[src/rtl/occ_lookup_arbiter_if.sv]
// Bus bundle between the Extension requesters, the arbiter and the shared OccLookup engine.
// master = environment side (requesters + OccLookup), slave = arbiter.
interface occ_lookup_arbiter_if #(
    parameter int unsigned N_REQ = 4,
    parameter int unsigned KLS_W = 34
);
    logic [N_REQ-1:0][KLS_W-1:0] req_k;
    logic [N_REQ-1:0][KLS_W-1:0] req_ks;
    logic [N_REQ-1:0]            req_lookup;
    logic [3:0][KLS_W-1:0]       resp_val_k;
    logic [3:0][KLS_W-1:0]       resp_val_ks;
    logic [N_REQ-1:0]            resp_valid;
    logic [KLS_W-1:0]            olu_k;
    logic [KLS_W-1:0]            olu_ks;
    logic                        olu_start;
    logic [3:0][KLS_W-1:0]       olu_val_k;
    logic [3:0][KLS_W-1:0]       olu_val_ks;
    logic                        olu_val_valid;

    modport master (
        output req_k, req_ks, req_lookup, olu_val_k, olu_val_ks, olu_val_valid,
        input  resp_val_k, resp_val_ks, resp_valid, olu_k, olu_ks, olu_start
    );

    modport slave (
        input  req_k, req_ks, req_lookup, olu_val_k, olu_val_ks, olu_val_valid,
        output resp_val_k, resp_val_ks, resp_valid, olu_k, olu_ks, olu_start
    );
endinterface

[src/rtl/occ_lookup_arbiter.sv]
// Round-robin arbiter sharing one OccLookup engine between N_REQ Extension engines.
// One lookup is in flight at a time; each response is flagged only to its owner.
module occ_lookup_arbiter #(
    parameter int unsigned N_REQ = 4,
    parameter int unsigned KLS_W = 34,
    parameter int unsigned CNT_W = 32
) (
    input  logic                 clk,
    input  logic                 rst_n,
    occ_lookup_arbiter_if.slave  bus,
    output logic                 busy,
    output logic                 err,
    output logic [CNT_W-1:0]     lookup_cnt
);
    localparam int unsigned IDX_W = $clog2(N_REQ);

    typedef enum logic [0:0] {StIdle, StWait} state_e;

    state_e                      state_q, state_d;
    logic [N_REQ-1:0]            pending_q, pending_d;
    logic [N_REQ-1:0][KLS_W-1:0] k_reg_q, k_reg_d;
    logic [N_REQ-1:0][KLS_W-1:0] ks_reg_q, ks_reg_d;
    logic [IDX_W-1:0]            owner_q, owner_d;
    logic [IDX_W-1:0]            rr_ptr_q, rr_ptr_d;
    logic [KLS_W-1:0]            olu_k_q, olu_k_d;
    logic [KLS_W-1:0]            olu_ks_q, olu_ks_d;
    logic                        olu_start_q, olu_start_d;
    logic [3:0][KLS_W-1:0]       resp_val_k_q, resp_val_k_d;
    logic [3:0][KLS_W-1:0]       resp_val_ks_q, resp_val_ks_d;
    logic [N_REQ-1:0]            resp_valid_q, resp_valid_d;
    logic                        err_q, err_d;
    logic [CNT_W-1:0]            cnt_q, cnt_d;

    logic                        grant_vld;
    logic [IDX_W-1:0]            grant_idx;
    logic [IDX_W-1:0]            cand;
    logic                        owner_busy;

    // First pending requester at or after rr_ptr, searched cyclically.
    always_comb begin
        grant_vld = 1'b0;
        grant_idx = '0;
        cand      = '0;
        for (int unsigned off = 0; off < N_REQ; off++) begin
            cand = IDX_W'((32'(rr_ptr_q) + off) % N_REQ);
            if (!grant_vld && pending_q[cand]) begin
                grant_vld = 1'b1;
                grant_idx = cand;
            end
        end
    end

    // Ownership is released on the response edge, so the owner may re-request there.
    assign owner_busy = (state_q == StWait) && !bus.olu_val_valid;

    always_ff @(posedge clk or negedge rst_n) begin
        if (!rst_n) begin
            state_q <= StIdle;
        end else begin
            state_q <= state_d;
        end
    end

    always_comb begin
        state_d = state_q;
        case (state_q)
            StIdle:  if (grant_vld) state_d = StWait;
            StWait:  if (bus.olu_val_valid) state_d = StIdle;
            default: state_d = StIdle;
        endcase
    end

    always_comb begin
        pending_d     = pending_q;
        k_reg_d       = k_reg_q;
        ks_reg_d      = ks_reg_q;
        owner_d       = owner_q;
        rr_ptr_d      = rr_ptr_q;
        olu_k_d       = olu_k_q;
        olu_ks_d      = olu_ks_q;
        olu_start_d   = 1'b0;
        resp_val_k_d  = resp_val_k_q;
        resp_val_ks_d = resp_val_ks_q;
        resp_valid_d  = '0;
        err_d         = err_q;
        cnt_d         = cnt_q;

        if (state_q == StIdle) begin
            if (grant_vld) begin
                olu_k_d              = k_reg_q[grant_idx];
                olu_ks_d             = ks_reg_q[grant_idx];
                olu_start_d          = 1'b1;
                pending_d[grant_idx] = 1'b0;
                owner_d              = grant_idx;
                rr_ptr_d             = IDX_W'((32'(grant_idx) + 32'd1) % N_REQ);
            end
            if (bus.olu_val_valid) begin
                err_d = 1'b1;
            end
        end else if (bus.olu_val_valid) begin
            resp_val_k_d          = bus.olu_val_k;
            resp_val_ks_d         = bus.olu_val_ks;
            resp_valid_d[owner_q] = 1'b1;
            cnt_d                 = cnt_q + CNT_W'(1);
        end

        // A granted requester had pending_q set, so its own capture is rejected here.
        for (int unsigned i = 0; i < N_REQ; i++) begin
            if (bus.req_lookup[i]) begin
                if (pending_q[i] || (owner_busy && owner_q == IDX_W'(i))) begin
                    err_d = 1'b1;
                end else begin
                    pending_d[i] = 1'b1;
                    k_reg_d[i]   = bus.req_k[i];
                    ks_reg_d[i]  = bus.req_ks[i];
                end
            end
        end
    end

    always_ff @(posedge clk or negedge rst_n) begin
        if (!rst_n) begin
            pending_q     <= '0;
            k_reg_q       <= '0;
            ks_reg_q      <= '0;
            owner_q       <= '0;
            rr_ptr_q      <= '0;
            olu_k_q       <= '0;
            olu_ks_q      <= '0;
            olu_start_q   <= 1'b0;
            resp_val_k_q  <= '0;
            resp_val_ks_q <= '0;
            resp_valid_q  <= '0;
            err_q         <= 1'b0;
            cnt_q         <= '0;
        end else begin
            pending_q     <= pending_d;
            k_reg_q       <= k_reg_d;
            ks_reg_q      <= ks_reg_d;
            owner_q       <= owner_d;
            rr_ptr_q      <= rr_ptr_d;
            olu_k_q       <= olu_k_d;
            olu_ks_q      <= olu_ks_d;
            olu_start_q   <= olu_start_d;
            resp_val_k_q  <= resp_val_k_d;
            resp_val_ks_q <= resp_val_ks_d;
            resp_valid_q  <= resp_valid_d;
            err_q         <= err_d;
            cnt_q         <= cnt_d;
        end
    end

    assign bus.olu_k       = olu_k_q;
    assign bus.olu_ks      = olu_ks_q;
    assign bus.olu_start   = olu_start_q;
    assign bus.resp_val_k  = resp_val_k_q;
    assign bus.resp_val_ks = resp_val_ks_q;
    assign bus.resp_valid  = resp_valid_q;
    assign busy            = (state_q != StIdle) | (|pending_q);
    assign err             = err_q;
    assign lookup_cnt      = cnt_q;

endmodule

[src/flat_wrapper.sv]
// flat-port wrapper written by rule: the top's interface ports become plain ports
module occ_lookup_arbiter_flat 
#(
    parameter int unsigned N_REQ = 4,
    parameter int unsigned KLS_W = 34,
    parameter int unsigned CNT_W = 32
)
  (clk, rst_n, busy, err, lookup_cnt, bus_req_k, bus_req_ks, bus_req_lookup, bus_olu_val_k, bus_olu_val_ks, bus_olu_val_valid, bus_resp_val_k, bus_resp_val_ks, bus_resp_valid, bus_olu_k, bus_olu_ks, bus_olu_start);
  occ_lookup_arbiter_if #(.N_REQ(N_REQ), .KLS_W(KLS_W)) bus_i ();
  input  logic clk;
  input  logic rst_n;
  output logic busy;
  output logic err;
  output logic [CNT_W-1:0] lookup_cnt;
  input wire logic [$bits(bus_i.req_k)-1:0] bus_req_k;
  input wire logic [$bits(bus_i.req_ks)-1:0] bus_req_ks;
  input wire logic [$bits(bus_i.req_lookup)-1:0] bus_req_lookup;
  input wire logic [$bits(bus_i.olu_val_k)-1:0] bus_olu_val_k;
  input wire logic [$bits(bus_i.olu_val_ks)-1:0] bus_olu_val_ks;
  input wire logic [$bits(bus_i.olu_val_valid)-1:0] bus_olu_val_valid;
  output wire logic [$bits(bus_i.resp_val_k)-1:0] bus_resp_val_k;
  output wire logic [$bits(bus_i.resp_val_ks)-1:0] bus_resp_val_ks;
  output wire logic [$bits(bus_i.resp_valid)-1:0] bus_resp_valid;
  output wire logic [$bits(bus_i.olu_k)-1:0] bus_olu_k;
  output wire logic [$bits(bus_i.olu_ks)-1:0] bus_olu_ks;
  output wire logic [$bits(bus_i.olu_start)-1:0] bus_olu_start;
  assign bus_i.req_k = bus_req_k;
  assign bus_i.req_ks = bus_req_ks;
  assign bus_i.req_lookup = bus_req_lookup;
  assign bus_i.olu_val_k = bus_olu_val_k;
  assign bus_i.olu_val_ks = bus_olu_val_ks;
  assign bus_i.olu_val_valid = bus_olu_val_valid;
  assign bus_resp_val_k = bus_i.resp_val_k;
  assign bus_resp_val_ks = bus_i.resp_val_ks;
  assign bus_resp_valid = bus_i.resp_valid;
  assign bus_olu_k = bus_i.olu_k;
  assign bus_olu_ks = bus_i.olu_ks;
  assign bus_olu_start = bus_i.olu_start;
  occ_lookup_arbiter #(.N_REQ(N_REQ), .KLS_W(KLS_W), .CNT_W(CNT_W)) u_core (.clk(clk), .rst_n(rst_n), .bus(bus_i), .busy(busy), .err(err), .lookup_cnt(lookup_cnt));
endmodule
[config.mk]
export PLATFORM = sky130hd
export DESIGN_NAME = occ_lookup_arbiter_flat
export DESIGN_NICKNAME = d
export VERILOG_FILES = /design/src/rtl/occ_lookup_arbiter_if.sv /design/src/rtl/occ_lookup_arbiter.sv /design/src/flat_wrapper.sv
export SDC_FILE = /design/constraint.sdc
export NUM_CORES = 1
export LEC_CHECK = 0
export ABC_CLOCK_PERIOD_IN_PS = 1800
export CAP_MARGIN = 20
export CORE_AREA = 2 2 361 363
export CTS_CLUSTER_DIAMETER = 120
export DETAILED_ROUTE_END_ITERATION = 10
export DIE_AREA = 0 0 363 365
export GPL_ROUTABILITY_DRIVEN = 0
export GPL_TIMING_DRIVEN = 0
export PLACE_DENSITY = 0.45
export SETUP_SLACK_MARGIN = 0.1
export SLEW_MARGIN = 25
export SYNTH_ARGS = -nofsm -noshare
export SYNTH_HDL_FRONTEND = slang
export SYNTH_SLANG_ARGS = --single-unit
export TNS_END_PERCENT = 50
[constraint.sdc]
create_clock -name clk -period 1.8 [get_ports clk]
set_input_delay 0.27 -clock clk [delete_from_list [all_inputs] [get_ports clk]]
set_output_delay 0.27 -clock clk [all_outputs]
set_load 0.005 [all_outputs]
Word-level counts from Yosys, hierarchy flattened
Cells that the tools add are included.
- $add $sub $neg: 5
- order comparisons: 8
- equal/unequal tests: 3
- muxes and demuxes: 50
- bitwise gates (word level): 8
- reduce and logical (&&, ||, !) cells: 26
- operator list (operator ; number):
    $bmux W34 S2 ; 2
    $mux W34 ; 2
    $add A32 B1 Y32 const B ; 1
    $mux W1 ; 31
    $lt A2 B3 Y1 const B ; 6
    $mux W4 ; 4
    $reduce_and A2 Y1 ; 6
    $logic_and A1 B1 Y1 ; 10
    $bmux W1 S2 ; 4
    $mux W2 ; 4
    $not A1 Y1 ; 5
    $add A2 B1 Y2 const B ; 2
    $add A2 B2 Y2 const B ; 2
    $and A4 B4 Y4 ; 1
    $demux W1 S2 ; 2
    $eq A2 B2 Y1 const B ; 2
    $ge A2 B1 Y1 const B ; 2
    $logic_not A1 Y1 ; 4
    $logic_or A1 B1 Y1 ; 4
    $not A4 Y4 ; 1
    $reduce_or A4 Y1 ; 1
    $eq A2 B1 Y1 const B ; 1
    $logic_not A2 Y1 ; 1
    $pmux W1 S2 ; 1
    $or A1 B1 Y1 ; 1
- flip-flop bits (word level): 659
- bits of input ports: 551
- output and inout bits: 379
- word-level logic and storage cells: 126

Depth between registers and ports, before layout
Gate-level depths: netlist (run 1).
- word-level depth: 22
- depth in mapped cells: 8
- gate-level depth less buffers: 6

Worst setup path after synthesis (run 1)
Ideal clock, no wire load.
- path type: register to register
- start point: reg u_core.state_q
- end point: reg u_core.ks_reg_q[24] (netlist name)
- library setup time: 0.125 ns
- arrival time: 1.713 ns
- path slack: -0.038 ns
- cell stages (with the launch flop): 9
- path buffers: 3
- clock period less this slack: 1.838 ns
- cells stage by stage: dfrtp_1 > inv_1 > nor3_1 > a21oi_1 > and2_1 > clkbuf_1 > buf_6 > buf_2 > mux2_2
- longest elaborated chain between the ends: 5
- ends and longest elaborated chain (what ; RTL line ; source):
    from (decl) ; occ_lookup_arbiter.sv:19 ; state_e state_q, state_d;
    from (signal assigned) ; occ_lookup_arbiter.sv:58 ; state_q <= StIdle;
    from (signal assigned) ; occ_lookup_arbiter.sv:60 ; state_q <= state_d;
    $logic_and A1 B1 Y1 ; occ_lookup_arbiter.sv:54 ; assign owner_busy = (state_q == StWait) && !bus.olu_val_valid;
    $logic_and A1 B1 Y1 ; occ_lookup_arbiter.sv:110 ; if (pending_q[i] || (owner_busy && owner_q == IDX_W'(i))) begin
    $logic_or A1 B1 Y1 ; occ_lookup_arbiter.sv:110 ;
    $not A1 Y1 (no source line) ; n/a ;
    $reduce_and A2 Y1 (no source line) ; n/a ;
    to (signal assigned) ; occ_lookup_arbiter.sv:139 ; ks_reg_q <= ks_reg_d;
    to (decl) ; occ_lookup_arbiter.sv:22 ; logic [N_REQ-1:0][KLS_W-1:0] ks_reg_q, ks_reg_d;
No other way between the ends.
A chain may end at the register's enable or synchronous reset.

Worst setup path in the final report (run 1)
- start point: reg u_core.rr_ptr_q[1]
- end point: reg u_core.olu_ks_q[14] (netlist: u_core.bus.olu_ks[14])
- longest elaborated chain between the ends: 14
- elaborated cells between the ends (all ways): 28
- ends and longest elaborated chain (what ; RTL line ; source):
    from (decl) ; occ_lookup_arbiter.sv:24 ; logic [IDX_W-1:0] rr_ptr_q, rr_ptr_d;
    from (signal assigned) ; occ_lookup_arbiter.sv:141 ; rr_ptr_q <= rr_ptr_d;
    parallel branches: the longest is 14 deep, another holds $add A2 B1 Y2 ; n/a ;
    to (signal assigned) ; occ_lookup_arbiter.sv:143 ; olu_ks_q <= olu_ks_d;
    to (decl) ; occ_lookup_arbiter.sv:26 ; logic [KLS_W-1:0] olu_ks_q, olu_ks_d;
Parallel ways; which one is timed is not known. The select of a mux whose other input is x is not followed.

==> results of run 1 <==
[flip-flops by register name (all words and copies together), names as in the netlist]
signal	cells
u_core.bus.resp_val_k	136
u_core.bus.resp_val_ks	136
u_core.k_reg_q	136
u_core.ks_reg_q	136
u_core.bus.olu_k	34
u_core.bus.olu_ks	34
u_core.lookup_cnt	32
u_core.bus.resp_valid	4
u_core.pending_q	4
u_core.owner_q	2
u_core.rr_ptr_q	2
u_core.bus.olu_start	1
u_core.err	1
u_core.state_q	1
[final cells by class]
type / instances / area [µm²]
clock inverter: 28 / 299
antenna: 15 / 37.5
timing repair buffer: 1026 / 11200
multi-input combinational: 1642 / 10900
fill: 13000 / 83500
tap: 1675 / 2100
inverter: 10 / 42.5
buffer: 168 / 1640
sequential: 659 / 16500
clock buffer: 122 / 2470
[logic make-up (layout without fill, tap and decap cells)]
group / Yosys count / count (layout) / share of synthesized area, %
buf+inv: 180 / 1354 / 2.92
other cells: 0 / 15 / 0
flops: 659 / 659 / 60.4
xor+xnor: 32 / 32 / 1.03
simple gates: 1042 / 1042 / 15.6
fa+ha+maj: 1 / 1 / 0.0459
compound gates: 226 / 226 / 6.25
mux: 341 / 341 / 13.8
[per-layer routing]
metal	GRT usage (%)	share of wire [%]	vias to the layer above	wire (µm)
li1	-	-	10600	-
met4	6.36	3.5	44	4390
met1	20.3	39	11200	48800
met2	31.1	50	721	62300
met3	6.18	8.0	223	10100
met5	0	0.24	-	304
[layout by cell type (no fill, tap or decap), types with 29 or more instances in the layout]
master / count
sky130_fd_sc_hd__nand2_1: 898
sky130_fd_sc_hd__clkdlybuf4s50_1: 693
sky130_fd_sc_hd__dfrtp_1: 638
sky130_fd_sc_hd__dlymetal6s2s_1: 206
sky130_fd_sc_hd__mux2_2: 149
sky130_fd_sc_hd__mux2_4: 122
sky130_fd_sc_hd__clkbuf_16: 101
sky130_fd_sc_hd__nand4_1: 81
sky130_fd_sc_hd__a21o_1: 69
sky130_fd_sc_hd__o31ai_1: 66
sky130_fd_sc_hd__o211ai_1: 59
sky130_fd_sc_hd__buf_4: 55
sky130_fd_sc_hd__buf_12: 49
sky130_fd_sc_hd__mux2i_1: 47
sky130_fd_sc_hd__clkbuf_1: 41
sky130_fd_sc_hd__clkbuf_2: 37
sky130_fd_sc_hd__clkbuf_8: 29
sky130_fd_sc_hd__xnor2_1: 29
[cells in the mapped netlist (4+ instances only)]
cell / n / share of area (%)
sky130_fd_sc_hd__o211ai_1: 59 / 1.6
sky130_fd_sc_hd__o31ai_1: 69 / 1.9
sky130_fd_sc_hd__clkbuf_1: 94 / 1.3
sky130_fd_sc_hd__and3_1: 8 / 0.18
sky130_fd_sc_hd__nand2_1: 904 / 12
sky130_fd_sc_hd__buf_4: 8 / 0.22
sky130_fd_sc_hd__dfrtp_1: 659 / 60
sky130_fd_sc_hd__mux2_1: 17 / 0.70
sky130_fd_sc_hd__buf_6: 4 / 0.17
sky130_fd_sc_hd__o21ai_0: 7 / 0.13
sky130_fd_sc_hd__mux2_2: 255 / 11
sky130_fd_sc_hd__nand3_1: 12 / 0.22
sky130_fd_sc_hd__inv_1: 10 / 0.14
sky130_fd_sc_hd__o211ai_2: 9 / 0.41
sky130_fd_sc_hd__nor2_1: 7 / 0.096
sky130_fd_sc_hd__xnor2_1: 29 / 0.93
sky130_fd_sc_hd__nand2b_1: 5 / 0.11
sky130_fd_sc_hd__nor3_1: 7 / 0.13
sky130_fd_sc_hd__a21oi_1: 9 / 0.17
sky130_fd_sc_hd__and2_1: 4 / 0.092
sky130_fd_sc_hd__buf_1: 15 / 0.21
sky130_fd_sc_hd__nand4_1: 81 / 1.9
sky130_fd_sc_hd__mux2i_1: 69 / 2.5
sky130_fd_sc_hd__a21o_1: 69 / 1.9
sky130_fd_sc_hd__buf_2: 49 / 0.90
[power by group]
part	switching, mW	internal [mW]
Combinational	11.4	14.6
Sequential	3.10	19.8
Clock	7.05	10.1
[worst max-delay path, delay by kind of cell, from the launching register on]
kind,cells,cell delay (ps)
mux,2,370
simple gates,2,340
compound gates,1,90
buf+inv,3,660
flops,1,440
[stage by stage]
| step | setup slack, ps | util, % |
|---|---|---|
| floorplan | 75.9 | - |
| global placement | -33180 | 30.1 |
| detailed placement | -1620 | 30.3 |
| CTS | -283 | 33.5 |
| global route | -363 | 35.1 |
| finish | -259 | 35.1 |
[what timing repair did]
item	in CTS	in global routing
hold endpoints to repair	61	143
gates cloned	4	13
pin swaps	21	17
setup buffers	33	36
endpoints found under the setup margin	1033	1024
resized for setup	377	433
[final timing paths]
path	end	from	cells past startpoint	slack, ps
worst max-delay path	u_core.bus.olu_ks[14]$_DFFE_PN0P_	u_core.rr_ptr_q[1]$_DFFE_PN0P_	8	-260
worst min-delay path	u_core.bus.olu_k[13]$_DFFE_PN0P_	rst_n	1	-480
worst max register to register	u_core.bus.olu_ks[14]$_DFFE_PN0P_	u_core.rr_ptr_q[1]$_DFFE_PN0P_	8	-260
worst min register to register	u_core.bus.resp_val_k[81]$_DFFE_PN0P_	u_core.bus.resp_val_k[81]$_DFFE_PN0P_	2	470
max in group asynchronous	u_core.bus.resp_val_ks[112]$_DFFE_PN0P_	rst_n	5	590
min in group clk	u_core.bus.resp_val_k[98]$_DFFE_PN0P_	bus_olu_val_k[98]	3	140
==> out/qor.txt, run 1 <==
Clock root buffer master - sky130_fd_sc_hd__clkbuf_16
Run status - finished with violations
Synth async-reset ratio - 100%
Number of global-route vias before repair - 23400
Syn Nets - 3033
Number of design rule violations left after detail routing - 0
Total Die Area - 132000 µm²
1st-iter DRT viols - 1198
Number of cells in the finished layout apart from fillers - 5345
Netlist cell types - 40
Kind of end point of the critical path - flop
Count of mapped cells out of synthesis - 2481
Clock sink count - 659
Non-Filler Cell Area, Final - 45200 µm²
Cell type of the slowest stage on the worst timing path - sky130_fd_sc_hd__dfrtp_2
Synthesized area per cell - 11.0 µm²
Hold violation count in the final report - 137
Setup_tns - -15050 ps
Worst-case headroom to the max-slew limit - 58.6%
Post-route clock period utilization - 114%
Peak clock frequency supported by timing - 486 MHz
Number of synthesized flops with an enable pin - 0
Kind of start point of the critical path - flop
Largest fanout on the critical path - 9
Layout area overhead - 65.7%
Average routed wire per standard cell - 23.6 µm
Lkg Pwr - 22.6 nW
HPWL reported at the end of detailed placement - 94.3 mm
Final Max Slew Viols - 0
Biggest cell delay along the critical path - 440 ps
Wire length of the first global-routing pass - 171 mm
Violations in the final reports - negative hold slack, negative setup slack
Setup-failing EPs final - 173
Count of standard-cell rows - 132
Inst Count DP - 5093
Fin Clk Skew - 15.6 ps
Area of the mapped netlist - 27300 µm²
Aggregate global-route resource usage - 17.9%
Num CTS Buffers - 84
Count of port buffers added during placement - 929
CTS tree - built
Antenna viol nets, final - 0
Length of the first detailed-routing pass in iterations - 5
Maximum number of buffers from clock root to sink - 3
Global route total overflow - 0
NumNets Final - 4143
Post-synthesis register bit count - 659
Minimum hold slack - -476 ps
Die Wd - 363 µm
Maximum number of pins on one net before global-route repair - 83
Start-to-end type of the worst setup path - reg -> reg
Share of layout cells above drive strength 1 - 20.8%
Min Clock Period, post-route - 2060 ps
Final worst setup slack - -259 ps
Yosys warning total - 0
Initial antenna violation count - 41
Ratio of total power to cell area - 1460 nW/µm²
Via density per instance - 4.27
Area of placed instances - 39000 µm²
Boundary Pins - 930
Vert. Die Dim - 365 µm
Most common flop cell mapped by yosys - sky130_fd_sc_hd__dfrtp_1
Crit-path cells - mux2i_2 > or2_1 > buf_8 > nand3_4 > buf_12 > bufbuf_16 > mux2i_1 > o211ai_1
Slew @ Worst Pin - 619 ps
Worst-Skew Late Latency - 660 ps
Max-capacitance violation count - 0
Number of vias after detailed routing - 22800
Worst VDD drop - 0.000740 V
Starting density of the core - 21.2%
Routed WL - 126 mm
Sequential fraction of the synthesis area - 60.4%
CTS H-tree lvls - 3
Clock Pin Slew Worst Setup and Hold Paths - 60 ps
Classification of the worst-slack hold path - in -> async
Arrival time worst endpoint - 2590 ps
RSZ-0062 raised after global routing - true
Core Footprint - 129000 µm²
Design Power - 66.0 mW
Required time of the critical path - 2330 ps
Power figures use the tool's default switching activity.
==> run 2, diff against run 1 <==
--- a/config.mk
+++ b/config.mk
@@ -9,10 +9,12 @@
 export CAP_MARGIN = 20
 export CORE_AREA = 2 2 361 363
 export CTS_CLUSTER_DIAMETER = 120
+export CTS_CLUSTER_SIZE = 10
 export DETAILED_ROUTE_END_ITERATION = 10
 export DIE_AREA = 0 0 363 365
 export GPL_ROUTABILITY_DRIVEN = 0
 export GPL_TIMING_DRIVEN = 0
+export HOLD_SLACK_MARGIN = 0.15
 export PLACE_DENSITY = 0.45
 export SETUP_SLACK_MARGIN = 0.1
 export SLEW_MARGIN = 25
==> out/qor.txt, run 2 (synthesized netlist as in run 1, its figures left out) <==
Run status - finished with violations
Violations in the final reports - negative hold slack, negative setup slack
Post-route clock period utilization - 113%
Number of vias after detailed routing - 24100
Worst-Skew Late Latency - 650 ps
Starting density of the core - 21.2%
Count of port buffers added during placement - 929
Count of standard-cell rows - 132
Classification of the worst-slack hold path - in -> async
Clock Pin Slew Worst Setup and Hold Paths - 60 ps
CTS tree - built
Pint - 44.4 mW
HPWL reported at the end of detailed placement - 94.3 mm
Aggregate global-route resource usage - 18.7%
Core Footprint - 129000 µm²
Average routed wire per standard cell - 23.8 µm
Required time of the critical path - 2330 ps
Non-Filler Cell Area, Final - 49400 µm²
Kind of end point of the critical path - flop
Clock root buffer master - sky130_fd_sc_hd__clkbuf_16
Wire length of the first global-routing pass - 179 mm
Boundary Pins - 930
NumNets Final - 4451
Max-capacitance violation count - 0
Worst-case headroom to the max-slew limit - 54.8%
Vert. Die Dim - 365 µm
Maximum number of buffers from clock root to sink - 3
Number of design rule violations left after detail routing - 0
Final Max Slew Viols - 0
Share of layout cells above drive strength 1 - 23.6%
RR Endpoint - u_core.bus.olu_k[1]$_DFFE_PN0P_
Combinational share of power - 43.9%
Peak clock frequency supported by timing - 492 MHz
Final worst setup slack - -232 ps
Area of placed instances - 39000 µm²
Clock sink count - 659
Setup-failing EPs final - 484
Die Wd - 363 µm
Total Die Area - 132000 µm²
Antenna viol nets, final - 0
Length of the first detailed-routing pass in iterations - 5
Largest fanout on the critical path - 6
Via density per instance - 4.31
Worst reg-to-reg setup slack - -230 ps
Fin Clk Skew - 28.6 ps
Kind of start point of the critical path - flop
Sequential share of power - 34.5%
Maximum number of pins on one net before global-route repair - 83
Arrival time worst endpoint - 2560 ps
Final core utilization - 38.4%
Slew @ Worst Pin - 677 ps
Start-to-end type of the worst setup path - reg -> reg
End point of the critical path - u_core.bus.olu_k[1]$_DFFE_PN0P_
Minimum hold slack - -485 ps
Start point of the critical path - u_core.rr_ptr_q[1]$_DFFE_PN0P_
Sw Share - 33.5%
RSZ-0062 raised after global routing - true
Number of global-route vias before repair - 24800
Global route total overflow - 0
Worst VDD drop - 0.000685 V
Worst R2R Start - u_core.rr_ptr_q[1]$_DFFE_PN0P_
Lkg Pwr - 23.5 nW
Most used cells in the layout excluding fill and tap cells - sky130_fd_sc_hd__nand2_1 (787), sky130_fd_sc_hd__clkdlybuf4s50_1 (743), sky130_fd_sc_hd__dfrtp_1 (643), sky130_fd_sc_hd__dlygate4sd3_1 (243), sky130_fd_sc_hd__mux2_2 (173)
Initial antenna violation count - 46
Min Clock Period, post-route - 2030 ps
Most frequent standard cell in the layout excluding fill and tap cells - sky130_fd_sc_hd__nand2_1
1st-iter DRT viols - 1229
Hold violation count in the final report - 208
Routed WL - 133 mm
Ratio of total power to cell area - 1350 nW/µm²
Share of power burned in the clock network - 21.6%
Num CTS Buffers - 77
Hold bufs inserted after CTS - 243
Net switching power - 22.4 mW
Logic depth of the worst register-to-register path - 8
Layout area overhead - 81.2%
CTS H-tree lvls - 3
-- run 2: power groups by stage --
| stage | logic, mW | registers, mW | clock network (mW) |
|---|---|---|---|
| final | 29.3 | 23.0 | 14.4 |
| after global routing | 31.3 | 23.6 | 15.5 |
| after CTS | 26.8 | 22.8 | 15.0 |
| after detailed placement | 21.3 | 22.9 | 0 |
| after global placement | 21.0 | 23.0 | 0 |
| after floorplan | 11.7 | 22.2 | 0 |
-- run 2: worst min-delay path by stage --
stage	start	endpoint	slack [ps]	cells after the start
CTS	rst_n	u_core.bus.olu_k[13]$_DFFE_PN0P_	-480	1
floorplan	rst_n	u_core.bus.olu_k[0]$_DFFE_PN0P_	-30	0
detailed placement	rst_n	u_core.k_reg_q[43]$_DFFE_PN0P_	260	1
global placement	u_core.bus.resp_val_k[114]$_DFFE_PN0P_	u_core.bus.resp_val_k[114]$_DFFE_PN0P_	460	2
global route	rst_n	u_core.bus.olu_k[13]$_DFFE_PN0P_	-500	1
finish	rst_n	u_core.k_reg_q[48]$_DFFE_PN0P_	-480	1
-- run 2: repair_timing --
item | in CTS | in global routing
endpoints found under the hold margin | 458 | 215
setup buffers | 67 | 47
gates resized for setup | 543 | 678
endpoints found under the setup margin | 1026 | 1056
pin swaps | 25 | 119
cloned | 22 | 35
-- run 2: cell type report --
type / instances / area, µm²
buffer: 162 / 2060
fill: 12600 / 79200
tap: 1675 / 2100
multi-input combinational: 1642 / 11500
clock inverter: 9 / 128
clock buffer: 79 / 1980
sequential: 659 / 16500
timing repair buffer: 1347 / 15000
inverter: 10 / 40.0
antenna: 16 / 40.0
-- run 2: layer usage --
| layer | routed length, µm | track usage [%] |
|---|---|---|
| met1 | 52600 | 21.6 |
| met2 | 67000 | 32.4 |
| met3 | 8690 | 5.55 |
| met4 | 4570 | 6.93 |
| met5 | 362 | 0 |
-- run 2: through the flow --
| step | setup WS [ps] | setup TNS (ps) | std cells | total power [mW] | hold WS, ps |
|---|---|---|---|---|---|
| final | -232 | -36160 | 5599 | 66.8 | -485 |
| after global routing | -337 | -79650 | 5593 | 70.4 | -500 |
| after CTS | -281 | -54410 | 5511 | 64.6 | -476 |
| after detailed placement | -1620 | -747740 | 5093 | 44.2 | 264 |
| after global placement | -33180 | - | 5085 | 44.0 | 458 |
| after floorplan | 75.9 | 0 | 2481 | 33.8 | -25.6 |
-- run 2: critical path, cell delays in order, from the launching register on --
cell	delay, ps
sky130_fd_sc_hd__dfrtp_2	420
sky130_fd_sc_hd__nand2_2	120
sky130_fd_sc_hd__or2_2	300
sky130_fd_sc_hd__buf_6	160
sky130_fd_sc_hd__nand3_4	160
sky130_fd_sc_hd__buf_12	190
sky130_fd_sc_hd__buf_12	160
sky130_fd_sc_hd__mux2i_4	270
sky130_fd_sc_hd__o211ai_1	100
